### src/rtl/controlador_de_funcionalidade.sv
// Round-robin sequencer for the shared S output of multiplexadorDeFuncionalidade.
// Grants A or B with minimum hold / maximum grant, operator force via MODO, and a P=00 gap between selections.
module controlador_de_funcionalidade #(
  parameter int HOLD_CYCLES = 4,
  parameter int MAX_GRANT   = 8,
  parameter int CNT_W       = 4
) (
  input  logic       clock,
  input  logic       reset,
  input  logic [1:0] MODO,
  input  logic       REQ_A,
  input  logic       REQ_B,
  output logic [1:0] P,
  output logic       GNT_A,
  output logic       GNT_B,
  output logic       BUSY
);

  typedef enum logic [2:0] {
    ST_IDLE    = 3'd0,
    ST_GRANT_A = 3'd1,
    ST_GRANT_B = 3'd2,
    ST_FORCE   = 3'd3,
    ST_GAP     = 3'd4
  } state_t;

  localparam logic [CNT_W-1:0] HOLD_LAST = CNT_W'(HOLD_CYCLES - 1);
  localparam logic [CNT_W-1:0] MAX_LAST  = CNT_W'(MAX_GRANT - 1);
  localparam logic [CNT_W-1:0] CNT_SAT   = {CNT_W{1'b1}};
  localparam logic             LAST_A    = 1'b0;
  localparam logic             LAST_B    = 1'b1;

  state_t           state_r, state_s;
  logic [CNT_W-1:0] cnt_r, cnt_s, cnt_inc_s;
  logic             last_r, last_s;
  logic [1:0]       mode_r, mode_s;
  logic [1:0]       p_s;
  logic             force_req_s;
  logic             hold_done_s;
  logic             max_done_s;

  // Next-state, grant bookkeeping and next select value
  always_comb begin
    state_s     = state_r;
    cnt_s       = cnt_r;
    last_s      = last_r;
    mode_s      = mode_r;
    p_s         = 2'b00;
    force_req_s = (MODO != 2'b00);
    hold_done_s = (cnt_r >= HOLD_LAST);
    max_done_s  = (cnt_r >= MAX_LAST);
    if (cnt_r == CNT_SAT) begin
      cnt_inc_s = cnt_r;
    end else begin
      cnt_inc_s = cnt_r + {{(CNT_W-1){1'b0}}, 1'b1};
    end

    case (state_r)
      ST_IDLE, ST_GAP: begin
        // Tie goes to the side that did not hold the last grant
        if (force_req_s) begin
          state_s = ST_FORCE;
          mode_s  = MODO;
        end else if (REQ_A && (!REQ_B || (last_r == LAST_B))) begin
          state_s = ST_GRANT_A;
          cnt_s   = {CNT_W{1'b0}};
          last_s  = LAST_A;
        end else if (REQ_B) begin
          state_s = ST_GRANT_B;
          cnt_s   = {CNT_W{1'b0}};
          last_s  = LAST_B;
        end else begin
          state_s = ST_IDLE;
        end
      end
      ST_GRANT_A: begin
        if (force_req_s || (hold_done_s && !REQ_A) || (max_done_s && REQ_B)) begin
          state_s = ST_GAP;
        end else begin
          cnt_s = cnt_inc_s;
        end
      end
      ST_GRANT_B: begin
        if (force_req_s || (hold_done_s && !REQ_B) || (max_done_s && REQ_A)) begin
          state_s = ST_GAP;
        end else begin
          cnt_s = cnt_inc_s;
        end
      end
      ST_FORCE: begin
        if (MODO != mode_r) begin
          state_s = ST_GAP;
        end else begin
          state_s = ST_FORCE;
        end
      end
      default: begin
        state_s = ST_IDLE;
      end
    endcase

    case (state_s)
      ST_GRANT_A: p_s = 2'b10;
      ST_GRANT_B: p_s = 2'b01;
      ST_FORCE:   p_s = mode_s;
      default:    p_s = 2'b00;
    endcase
  end

  // State and registered outputs, synchronous reset
  always_ff @(posedge clock) begin
    if (reset) begin
      state_r <= ST_IDLE;
      cnt_r   <= {CNT_W{1'b0}};
      last_r  <= LAST_B;
      mode_r  <= 2'b00;
      P       <= 2'b00;
      GNT_A   <= 1'b0;
      GNT_B   <= 1'b0;
      BUSY    <= 1'b0;
    end else begin
      state_r <= state_s;
      cnt_r   <= cnt_s;
      last_r  <= last_s;
      mode_r  <= mode_s;
      P       <= p_s;
      GNT_A   <= p_s[1];
      GNT_B   <= p_s[0];
      BUSY    <= (state_s != ST_IDLE);
    end
  end

endmodule

### config.mk
export PLATFORM = sky130hd
export DESIGN_NAME = controlador_de_funcionalidade
export DESIGN_NICKNAME = d
export VERILOG_FILES = /design/src/rtl/controlador_de_funcionalidade.sv
export SDC_FILE = /design/constraint.sdc
export NUM_CORES = 1
export LEC_CHECK = 0
export CORE_MARGIN = 2
export CORE_UTILIZATION = 54
export DETAILED_ROUTE_END_ITERATION = 16
export PLACE_DENSITY = 0.82
export SYNTH_ARGS = -nofsm -noshare
export SYNTH_HDL_FRONTEND = slang
export SYNTH_SLANG_ARGS = --single-unit
### constraint.sdc
create_clock -name clock -period 3.2 [get_ports clock]
set_clock_uncertainty 0.15 [all_clocks]
set_input_delay 0.32 -clock clock [delete_from_list [all_inputs] [get_ports clock]]
set_output_delay 0.32 -clock clock [all_outputs]
set_load 0.05 [all_outputs]
==> metrics.yaml, run 1 <==
layout:
  design_area_sq_um: 892.1
  drive_gt1_share_pct: 10.10
  diodes: 0
  final_common_cell: "dfxtp_1"
  nets: 107
  n_fill_cell: 124
  syn2layout_area_growth_pct: 14.08
  layout_common_cells: "dfxtp_1, nand2_1, clkdlybuf4s50_1"
floorplanning:
  rows: 13
  fp.dieH_um: 42.06
  die_w_um: 42.06
  coreArea_sq_um: 1334
  io_pins: 11
  die_area_sq_um: 1769
  initial_utilization_pct: 58.63
global_route:
  track_usage_pct: 20.61
  grt_max_degree: 12
  grt_pass1_vias: 663
  antenna_found_initial: 0
  overflow: 0
  grt_pass1_wl_um: 2863
logic_synthesis:
  synth_area_leaders: "dfxtp_1, nand2_1, nor2b_1, mux2i_1, xor2_1"
  async_flop_share_pct: 0
  syn_avg_cell_area_sq_um: 8.689
  syn-num-nets: 97
  synthCells: 90
  synth_top_area_share_pct: 33.28
  yosys_warnings: 0
  yosysSeqAreaShare_pct: 33.28
  synth_edf_count: 0
  ys_seq_elements: 13
  synth_cell_type_count: 43
  syn_area_sq_um: 782.0
  synth_ff_type: "dfxtp_1"
  yosys.area.top_type: "dfxtp_1"
drt:
  drt_wl_total_um: 1556
  route.vias.total: 680
  drc: 0
  ant_nets: 0
  wire_per_inst_um: 13.65
  via_per_inst: 5.965
  drt_pass1_iterations: 4
  drt-initial-drc-count: 11
placed_design:
  placedInstanceArea_sq_um: 865.8
  portBuffers: 10
  place_hpwl_um: 1169
  gp_congestion: 0.8622
power_and_ir_drop:
  p_leak_nw: 0.3360
  power_density_nw_per_um2: 515.7
  ir_drop_mv: 0.2757
clock_tree:
  post-cts-setup-buffers: 0
  ctsRootBufferMaster: "clkbuf_4"
  clk_pin_slew_ns: 0.07
  cts_resized: 0
  hold_buffers: 0
  clock_latency_ns: 0.28
  cts_sinks: 13
  htree_levels: 1
  cts_buffers: 3
  clockBufferDepth: 2
  cts_tree: "done"
critical_path:
  reg2reg_depth: 6
  ff2ff_setup_slack_ns: 1.13
  crit_path_end_kind: "flip-flop"
  r2r-end: "cnt_r[3]"
  cp_max_fo: 8
  crit_type: "primary input to flip-flop"
  cp.arrival_ns: 2.18
  crit_required_ns: 3.26
  rr_startpoint: "cnt_r[0]"
  worstSetupStartpointType: "primary input"
sta:
  tns_ns: 0
  post-route-min-period_ns: 2.119
  fin_crit_sh_pct: 66.23
  maxSlewViolCount: 0
  rsz0062_at_grt: "no"
  setup_viol: 0
  max_freq_mhz: 471.9
  timing.hold.ws_ns: 0.3364
  hold_viol_final: 0
  relSlewSlack_pct: 66.55
  worst_pin_slew_ns: 0.5002
status:
  status: "finished clean"
hold_path:
  min_to: "cnt_r[1]"
  worstHoldStart: "cnt_r[1]"
  holdPathStages: 2
  hold_class: "flip-flop to flip-flop"
job:
  drv_cap: 0
## worst max-delay path, stage by stage
cell and delay [ns]:
clkdlybuf4s50_1 0.58, a21bo_2 0.25, a21oi_1 0.24, a21oi_1 0.18, nor4_1 0.40, mux2i_1 0.22
## Yosys cell counts, drive strengths merged (2+ instances only)
library cell and count:
a21oi 5, buf 5, nand3 3, nor2b 5, nor3 2, a21boi 4, nor2 5, o21ai 2
or2 2, nand2b 3, a211oi 2, a31oi 2, dfxtp 13, nand2 12, mux2i 3, xor2 3
## layer usage
metal	vias to the layer above	track usage, %	routed length [um]	share of wire, %
li1	345	-	-	-
met1	319	30.21	797	51
met2	12	29.69	673	43
met3	4	3.017	55	3.5
met4	0	9.375	29	1.9
met5	-	0	0	0
## layout make-up
cell class / instances / area, sq um / share of cell area, %
Sequential cell: 13 / 260.3 / 29.17
Timing Repair Buffer: 10 / 100.1 / 11.22
Tap cell: 15 / 18.77 / 2.104
Clock buffer: 4 / 26.28 / 2.945
Multi-Input combinational cell: 71 / 483.0 / 54.14
Inverter: 1 / 3.754 / 0.4208
## cells by family (layout without fill, tap and decap cells)
kind of cell	count (synthesis)	in the layout	share of synthesized area, %
simple gates	38	38	26.40
fa+ha+maj	1	1	1.600
buf+inv	6	15	4.958
flops	13	13	33.28
compound gates	26	26	26.56
xor+xnor	3	3	3.361
mux	3	3	3.840
## how the worst max path moves through the flow
stage                     startpoint        to  slack (ns)  depth (start not counted)
after global placement         REQ_B  cnt_r[3]        0.87                          6
after detailed placement     MODO[1]  cnt_r[0]        0.80                          6
final                          REQ_B  cnt_r[3]        1.08                          6
after floorplan             cnt_r[0]  cnt_r[0]        1.38                          6
after global routing           REQ_B  cnt_r[2]        0.95                          6
after CTS                    MODO[1]  cnt_r[0]        1.11                          6
## sequential cells by signal, summed over array words and instances, names as in the netlist
name,cells
BUSY,1
P,2
mode_r,2
cnt_r,4
state_r,3
last_r,1
## stage by stage
| step | util (%) | instances | total power [W] | setup WS, ns |
|---|---|---|---|---|
| 6_report | 66.89 | 114 | 0.0004601 | 1.081 |
| 3_3_place_gp | 64.92 | 110 | 0.0003555 | 0.8679 |
| 3_5_place_dp | 64.92 | 110 | 0.0003594 | 0.8015 |
| 4_1_cts | 66.89 | 114 | 0.0004627 | 1.110 |
| 2_1_floorplan | - | 90 | 0.0003229 | 1.375 |
| 5_1_grt | 66.89 | 114 | 0.0004858 | 0.9548 |
## power breakdown
group | switching [W] | internal (W)
sequential | 0.0000218 | 0.000181
clock | 0.0000544 | 0.0000484
combinational | 0.0000928 | 0.0000619
(Power assumes the default switching activity.)
==> run 2, diff against run 1 <==
--- a/config.mk
+++ b/config.mk
@@ -6,9 +6,9 @@
 export NUM_CORES = 1
 export LEC_CHECK = 0
 export CORE_MARGIN = 2
-export CORE_UTILIZATION = 54
+export CORE_UTILIZATION = 52
 export DETAILED_ROUTE_END_ITERATION = 16
-export PLACE_DENSITY = 0.82
+export PLACE_DENSITY = 0.8
 export SYNTH_ARGS = -nofsm -noshare
 export SYNTH_HDL_FRONTEND = slang
 export SYNTH_SLANG_ARGS = --single-unit
==> constraint.sdc (replaced) <==
create_clock -name clock -period 1.96 [get_ports clock]
set_clock_uncertainty 0.15 [all_clocks]
set_input_delay 0.196 -clock clock [delete_from_list [all_inputs] [get_ports clock]]
set_output_delay 0.196 -clock clock [all_outputs]
set_load 0.05 [all_outputs]
==> run 2 against run 1 <==
  * Final cell count rose by 15%
  * Combinational power up 110%
  * Critical path depth is the same
  * Sequential power rose by 66%
  * Clock-buffer cell count down 1
  * Design area increased by 19%
  * Largest power group unchanged
==> metrics.yaml, run 2 (synthesized netlist as in run 1, its figures left out) <==
layout:
  n_fill_cell: 96
  fin_cells: 131
  syn2layout_area_growth_pct: 35.36
  drive_gt1_share_pct: 29.31
  design_area_sq_um: 1059
  nets: 124
  top_regs: "cnt_r x4, state_r x3"
  top_register: "cnt_r"
  largest_reg_flops: 4
  multiInputGateArea_sq_um: 515.5
  final_common_cell: "buf_4"
  final-seq-area_sq_um: 265.3
  diodes: 0
  fin_util_pct: 78.41
  layout_common_cells: "buf_4, nand2_1, dfxtp_1"
power_and_ir_drop:
  p_comb_share_pct: 38.9
  p_leak_nw: 0.4214
  power_density_nw_per_um2: 773.9
  switching_share_pct: 36.34
  cellInternalPower_w: 0.0005215
  ir_drop_mv: 0.5758
  pwr-share-seq_pct: 41.0
  power.net_switching_w: 0.0002977
  p_clk_share_pct: 20.1
sta:
  maxSlewViolCount: 0
  setup_viol: 0
  tns_ns: 0
  fin_crit_sh_pct: 97.96
  post-route-min-period_ns: 1.920
  rsz0062_at_grt: "yes"
  hold_viol_final: 0
  max_freq_mhz: 520.8
  worst_pin_slew_ns: 0.5108
  relSlewSlack_pct: 65.84
  timing.hold.ws_ns: 0.3444
clock_tree:
  cts_buffers: 3
  clock_latency_ns: 0.28
  clockBufferDepth: 2
  cts_sinks: 13
  clk_pin_slew_ns: 0.08
  hold_buffers: 0
  ctsRootBufferMaster: "clkbuf_4"
  cts_tree: "done"
  htree_levels: 1
critical_path:
  rr_startpoint: "cnt_r[0]"
  cp.arrival_ns: 1.98
  cp_max_fo: 6
  critPathLaunch: "cnt_r[0]"
  crit_type: "flip-flop to flip-flop"
  worstSetupStartpointType: "flip-flop"
  crit_required_ns: 2.02
  crit_path_end_kind: "flip-flop"
drt:
  ant_nets: 0
  drt_wl_total_um: 1803
  via_per_inst: 5.702
  wire_per_inst_um: 13.76
  drt-initial-drc-count: 22
  drc: 0
  route.vias.total: 747
  drt_pass1_iterations: 4
placed_design:
  place_hpwl_um: 1353
  placedInstanceArea_sq_um: 985.9
  dp_cells: 126
  gp_congestion: 0.8442
  portBuffers: 10
floorplanning:
  rows: 13
  initial_utilization_pct: 57.92
  io_pins: 11
  die_area_sq_um: 1830
  die_w_um: 42.78
  coreArea_sq_um: 1350
  fp.dieH_um: 42.78
global_route:
  overflow: 0
  antenna_found_initial: 0
  grt_pass1_vias: 701
  grt_max_degree: 12
  track_usage_pct: 21.91
  grt_pass1_wl_um: 2973
job:
  drv_cap: 0
status:
  status: "finished clean"
hold_path:
  hold_class: "flip-flop to flip-flop"
  worstHoldStart: "cnt_r[1]"
-- run 2: cell types whose count changed in the layout (fill, tap and decap cells not counted), sizes merged --
cell and delta:
clkbuf -1, clkinv +1, buf +17
-- run 2: power groups by stage --
stage	clock, W	sequential [W]	combinational, W
final	0.000164	0.000336	0.000319
after global routing	0.000180	0.000342	0.000344
after CTS	0.000169	0.000329	0.000299
after detailed placement	0	0.000335	0.000296
after global placement	0	0.000332	0.000289
after floorplan	0	0.000351	0.000176
-- run 2: worst max-delay path: stages, from the launching register on --
cell	delay [ns]
dfxtp_4	0.37
ha_4	0.18
and3_4	0.18
a211oi_4	0.25
a21boi_2	0.12
or4_1	0.48
a21boi_1	0.13
-- run 2: cell type report --
cell class                 instances  area share (%)
timing repair buffer              27           21.51
tap                               15           1.773
multi-input combinational         71           48.70
clock inverter                     1          0.4728
inverter                           1          0.3546
clock buffer                       3           2.128
sequential                        13           25.06
-- run 2: routing by layer --
| layer | up-vias | track usage [%] | wire [um] |
|---|---|---|---|
| met4 | 0 | 8.125 | 10 |
| li1 | 377 | - | - |
| met1 | 352 | 28.24 | 934 |
| met3 | 2 | 7.660 | 73 |
| met5 | - | 0 | 0 |
| met2 | 16 | 33.33 | 784 |
-- run 2: repair_timing --
action | CTS | global route
resized for setup | 1 | 8
setup endpoints to repair | 4 | 4
pin swaps | 0 | 3
setup buffers | 0 | 1
-- run 2: stage by stage --
step           power [W]  setup slack (ns)
2_1_floorplan  0.0005272            0.1352
3_3_place_gp   0.0006211           -0.1767
3_5_place_dp   0.0006307           -0.2580
4_1_cts        0.0007962          0.002652
5_1_grt        0.0008651          -0.05538
6_report       0.0008192           0.04000
-- run 2: worst paths after layout --
| path | end | slack [ns] | cells past startpoint |
|---|---|---|---|
| setup reg to reg | cnt_r[0] | 0.04 | 6 |
| hold / removal | cnt_r[1] | 0.34 | 2 |
| hold reg to reg | cnt_r[1] | 0.34 | 2 |
| setup / recovery | cnt_r[0] | 0.04 | 6 |
